`src/rtl/tdm_pkg.sv`:
```
`default_nettype none
// ============================================================================
// Module      : tdm_pkg
// Description : Constants shared by the 4-channel TDM demux and its transmitter.
// Revision    : 1.0 - initial release
// ============================================================================
package tdm_pkg;

    localparam int NUM_CH = 4;
    localparam int SLOT_W = 2;

    localparam logic [0:0] HUNT   = 1'b0;
    localparam logic [0:0] LOCKED = 1'b1;

    localparam logic [SLOT_W-1:0] SLOT_A = 2'd0;
    localparam logic [SLOT_W-1:0] SLOT_B = 2'd1;
    localparam logic [SLOT_W-1:0] SLOT_C = 2'd2;
    localparam logic [SLOT_W-1:0] SLOT_D = 2'd3;

endpackage
`default_nettype wire

```
`src/rtl/tdm_chan_shift.sv`:
```
`default_nettype none
// ============================================================================
// Module      : tdm_chan_shift
// Description : Per-channel left shift register, new bit enters the LSB.
// Revision    : 1.0 - initial release
// ============================================================================
module tdm_chan_shift #(
    parameter int DATA_W = 8
) (
    input  logic              clk,
    input  logic              rst_n,
    input  logic              i_en,
    input  logic              i_clr,
    input  logic              i_din,
    output logic [DATA_W-1:0] o_q,
    output logic [DATA_W-1:0] o_q_next
);

    logic [DATA_W-1:0] r_q;

    assign o_q      = r_q;
    assign o_q_next = {r_q[DATA_W-2:0], i_din};

    // Clear together with enable restarts the word with the current bit.
    always_ff @(posedge clk) begin
        if (!rst_n) begin
            r_q <= '0;
        end else if (i_clr) begin
            r_q <= i_en ? {{(DATA_W-1){1'b0}}, i_din} : '0;
        end else if (i_en) begin
            r_q <= o_q_next;
        end
    end

endmodule
`default_nettype wire

```
`src/rtl/tdm_demux4.sv`:
```
`default_nettype none
// ============================================================================
// Module      : tdm_demux4
// Description : 4-channel TDM receiver: frame lock, slot steering, deserialise.
// Revision    : 1.0 - initial release
// ============================================================================
module tdm_demux4
    import tdm_pkg::*;
#(
    parameter int DATA_W = 8
) (
    input  logic              clk,
    input  logic              rst_n,
    input  logic              din,
    input  logic              din_valid,
    input  logic              fsync,
    output logic [DATA_W-1:0] out_a,
    output logic [DATA_W-1:0] out_b,
    output logic [DATA_W-1:0] out_c,
    output logic [DATA_W-1:0] out_d,
    output logic              out_valid,
    output logic              locked,
    output logic              sync_err
);

    localparam int                 c_CNT_W    = $clog2(DATA_W);
    localparam logic [c_CNT_W-1:0] c_CNT_LAST = c_CNT_W'(DATA_W - 1);

    logic [0:0]         r_state;
    logic [SLOT_W-1:0]  r_slot;
    logic [c_CNT_W-1:0] r_frame_cnt;
    logic [DATA_W-1:0]  r_out_a, r_out_b, r_out_c, r_out_d;
    logic               r_out_valid;
    logic               r_sync_err;

    logic               w_early;
    logic               w_missing;
    logic               w_accept;
    logic               w_clr;
    logic               w_last;
    logic               w_done;
    logic [SLOT_W-1:0]  w_eff_slot;
    logic [DATA_W-1:0]  w_q      [NUM_CH];
    logic [DATA_W-1:0]  w_q_next [NUM_CH];
    logic [DATA_W-1:0]  w_word   [NUM_CH];

    assign w_early    = din_valid && (r_state == LOCKED) && (r_slot != SLOT_A) && fsync;
    assign w_missing  = din_valid && (r_state == LOCKED) && (r_slot == SLOT_A) && !fsync;
    assign w_accept   = din_valid && ((r_state == LOCKED) ? !w_missing : fsync);
    // An accepted sync bit always lands in channel a, whatever the slot counter says.
    assign w_eff_slot = ((r_state == HUNT) || w_early) ? SLOT_A : r_slot;
    assign w_clr      = w_early || w_missing;
    assign w_last     = w_accept && (w_eff_slot == SLOT_D);
    assign w_done     = w_last && (r_frame_cnt == c_CNT_LAST);

    for (genvar gi = 0; gi < NUM_CH; gi++) begin : g_chan
        tdm_chan_shift #(
            .DATA_W (DATA_W)
        ) u_shift (
            .clk      (clk),
            .rst_n    (rst_n),
            .i_en     (w_accept && (w_eff_slot == SLOT_W'(gi))),
            .i_clr    (w_clr),
            .i_din    (din),
            .o_q      (w_q[gi]),
            .o_q_next (w_q_next[gi])
        );
        // Channel d completes on the same edge its last bit arrives.
        assign w_word[gi] = (gi == NUM_CH - 1) ? w_q_next[gi] : w_q[gi];
    end

    always_ff @(posedge clk) begin
        if (!rst_n) begin
            r_state     <= HUNT;
            r_slot      <= SLOT_A;
            r_frame_cnt <= '0;
            r_out_a     <= '0;
            r_out_b     <= '0;
            r_out_c     <= '0;
            r_out_d     <= '0;
            r_out_valid <= 1'b0;
            r_sync_err  <= 1'b0;
        end else begin
            r_out_valid <= w_done;
            r_sync_err  <= w_clr;
            if (w_missing) begin
                r_state     <= HUNT;
                r_slot      <= SLOT_A;
                r_frame_cnt <= '0;
            end else if (w_accept) begin
                r_state <= LOCKED;
                r_slot  <= w_eff_slot + SLOT_W'(1);
                if ((r_state == HUNT) || w_early || w_done) begin
                    r_frame_cnt <= '0;
                end else if (w_last) begin
                    r_frame_cnt <= r_frame_cnt + c_CNT_W'(1);
                end
                if (w_done) begin
                    r_out_a <= w_word[0];
                    r_out_b <= w_word[1];
                    r_out_c <= w_word[2];
                    r_out_d <= w_word[3];
                end
            end
        end
    end

    assign out_a     = r_out_a;
    assign out_b     = r_out_b;
    assign out_c     = r_out_c;
    assign out_d     = r_out_d;
    assign out_valid = r_out_valid;
    assign locked    = r_state;
    assign sync_err  = r_sync_err;

endmodule
`default_nettype wire
```
`config.mk`:
```
export PLATFORM = sky130hd
export DESIGN_NAME = tdm_demux4
export DESIGN_NICKNAME = d
export VERILOG_FILES = /design/src/rtl/tdm_pkg.sv /design/src/rtl/tdm_chan_shift.sv /design/src/rtl/tdm_demux4.sv
export SDC_FILE = /design/constraint.sdc
export NUM_CORES = 1
export LEC_CHECK = 0
export ABC_CLOCK_PERIOD_IN_PS = 1750
export BUFFER_PORTS_ARGS = -buffer_cell sky130_fd_sc_hd__buf_2
export CELL_PAD_IN_SITES_DETAIL_PLACEMENT = 0
export CELL_PAD_IN_SITES_GLOBAL_PLACEMENT = 1
export CORE_UTILIZATION = 43
export DETAILED_ROUTE_END_ITERATION = 7
export PLACE_DENSITY = 0.77
export SYNTH_ARGS = -nofsm -noshare
export SYNTH_HDL_FRONTEND = slang
export SYNTH_SLANG_ARGS = --single-unit
```
`constraint.sdc`:
```
create_clock -name clk -period 1.75 [get_ports clk]
set_input_delay 0.0875 -clock clk [delete_from_list [all_inputs] [get_ports clk]]
set_output_delay 0.0875 -clock clk [all_outputs]
set_load 0.1 [all_outputs]
```
==> impl_metrics.json <==
{
  "ir_drop_mv": 0.512,
  "layout-drive-gt1-share": 0.263,
  "final_common_cell": "nand2_1",
  "rsz0062_at_grt": "false",
  "p_leak_nw": 1.36,
  "post_dp_cell_area_mm2": 0.00307,
  "critPathTopFamily": "compound AO/OA/AOI/OAI gates",
  "gp_congestion": 0.764,
  "die_height_um": 83.3,
  "cts_tree": "built",
  "cts_setup_buffers": 0,
  "hold_path_class": "input pin to register",
  "final_area_mm2": 0.00333,
  "top_layer": "met4",
  "wl_met3_um": 220,
  "layout_min_cycle_time_ns": 1.60,
  "cts-root-buf": "clkbuf_8",
  "layout_common_cells": "89 x nand2_1, 70 x dfxtp_1, 39 x buf_2, 25 x a21oi_1, 16 x a21oi_2",
  "max_freq_mhz": 624,
  "wl_um": 5710,
  "io_pins": 40,
  "max_stage_delay_ns": 0.42,
  "grt_pass1_wl_um": 9940,
  "setup_violations": 0,
  "avgRoutedWirePerCell_um": 13.1,
  "cp_slowest_cell": "dfxtp_4",
  "critPathLaunchType": "register",
  "cts.clk_slew.worst_paths_ns": 0.07,
  "syn_area_mm2": 0.00285,
  "worst_pin_slew_ns": 0.507,
  "ys_seq_area_frac": 0.500,
  "fp.dieW_um": 83.3,
  "htreeDepth": 3,
  "dpl.hpwl_um": 3690,
  "cts.sinks": 71,
  "grt_max_degree": 39,
  "syn_inst": 313,
  "ff2ff_setup_slack_ns": 0.15,
  "clock-skew-final_ns": 0.00485,
  "antenna_found_initial": 0,
  "final_hold_viol_count": 0,
  "cts.path.max_buffers": 2,
  "port-buffer-count": 39,
  "start_util": 0.446,
  "antenna_cells": 0,
  "drtIter0Drc": 104,
  "stdcell_count": 434,
  "critPathRequiredTime_ns": 1.99,
  "die_area_mm2": 0.00695,
  "wl_met2_um": 2520,
  "ys_seq_elements": 71,
  "slew_headroom": 0.662,
  "syn_nets": 322,
  "crit_buf_inv": 1,
  "coreArea_mm2": 0.00639,
  "drtPass1Iterations": 4,
  "cap_viol_max_count": 0,
  "vias_per_cell": 5.13,
  "post_synth.cell_area_avg_um2": 9.09,
  "powerDensity_mw_per_mm2": 1020,
  "cts_buffers": 9,
  "drcViolationCount": 0,
  "overflow": 0,
  "fp-row-count": 29,
  "nNetsFinal": 361,
  "syn2layout_area_growth_pct": 17.1,
  "synth.distinct_cells": 42,
  "finalCritPeriodShare": 0.915,
  "finalMaxSlewViolations": 0,
  "cts_resized": 0,
  "tns_ns": 0,
  "dp_cells": 418,
  "grt_util_all_layers": 0.181,
  "cp_cell_sequence": "nand3_1 > inv_1 > ha_1 > o21a_1 > o31ai_4 > and3_1 > a31o_1",
  "outcome": "completed",
  "end_kind": "register",
  "cp.arrival_ns": 1.84,
  "worstSetupPathType": "register to register",
  "critPathMaxFanout": 13,
  "met1Wirelength_um": 2860,
  "grt_pass1_vias": 2111,
  "yosys_warnings": 0,
  "vias": 2227,
  "final_antenna_net_count": 0,
  "clk_latency_ns": 0.34,
  "total_power_w": 0.00341,
  "hold_buffers": 0
}
[stage by stage]
stage,worst slack [ns],util,hold slack (ns)
2_1_floorplan,0.00559,-,0.224
3_3_place_gp,0.173,0.480,0.382
3_5_place_dp,0.104,0.480,0.390
4_1_cts,0.0458,0.520,0.0120
5_1_grt,0.0333,0.522,0.0169
6_report,0.148,0.522,0.0296
[synth_stat cells, drive strengths merged]
master	n	area [µm²]
nand2	92	353
dfxtp	71	1420
a21oi	41	265
nor2	13	48.8
buf	12	128
and3	10	72.6
clkbuf	9	33.8
a31o	8	70.1
nand3	7	40.0
o22ai	7	43.8
inv	6	22.5
mux2i	6	60.1
ha	4	50.1
o21a	4	31.3
a211oi	2	15.0
a21boi	2	18.8
a32o	2	20.0
o211ai	2	15.0
o21ai	2	13.8
o32ai	2	17.5
a41o	1	10.0
and2	1	6.26
nand3b	1	7.51
nor2b	1	6.26
nor3	1	5.00
nor4	1	6.26
nor4b	1	23.8
o211a	1	10.0
o221ai	1	8.76
o31ai	1	12.5
xor2	1	8.76
[sequential cells by signal, indices dropped and copies added (netlist names)]
name / count
g_chan.u_shift.o_q: 31
out_a: 8
out_b: 8
out_c: 8
out_d: 8
r_frame_cnt: 3
r_slot: 2
locked: 1
out_valid: 1
sync_err: 1
[worst paths after layout]
check | from | endpoint | depth (start not counted)
worst max-delay path | locked | g_chan[1].u_shift.o_q[1] | 7
worst min-delay path | din | g_chan[0].u_shift.o_q[0] | 3
worst max register to register | locked | g_chan[1].u_shift.o_q[1] | 7
worst min register to register | out_b[7] | out_b[7] | 2
[worst reg2reg max path: stages, from the launching register on]
cell,delay [ns]
dfxtp_4,0.42
nand3_1,0.11
inv_1,0.11
ha_1,0.21
o21a_1,0.19
o31ai_4,0.09
and3_1,0.20
a31o_1,0.17
[per-layer routing]
layer  up-vias  GRT usage
met4         0     0.0846
met3        10     0.0547
met1      1034      0.239
li1       1145          -
met2        38      0.272
met5         -          0
[power breakdown]
group	total [W]	switching (W)	leakage, nW	internal (W)
clock network	0.00163	0.000603	0.130	0.00102
logic	0.000150	0.000108	0.655	0.0000426
registers	0.00163	0.00000842	0.573	0.00162
[kinds of logic after synthesis]
kind of cell / after synthesis / synth area share
mux: 6 / 0.0211
fa+ha+maj: 4 / 0.0176
flops: 71 / 0.500
simple gates: 128 / 0.200
xor+xnor: 1 / 0.00308
compound gates: 76 / 0.194
buf+inv: 27 / 0.0646
[cell type report]
type                       instances  area [µm²]
multi-input combinational        215        1250
inverter                           6        22.5
clock inverter                     5         104
timing repair buffer              49         283
tap                               77        96.3
sequential                        71        1430
clock buffer                      11         151
fill                             645        3060
Note: power is estimated with default switching activity, not from simulation.
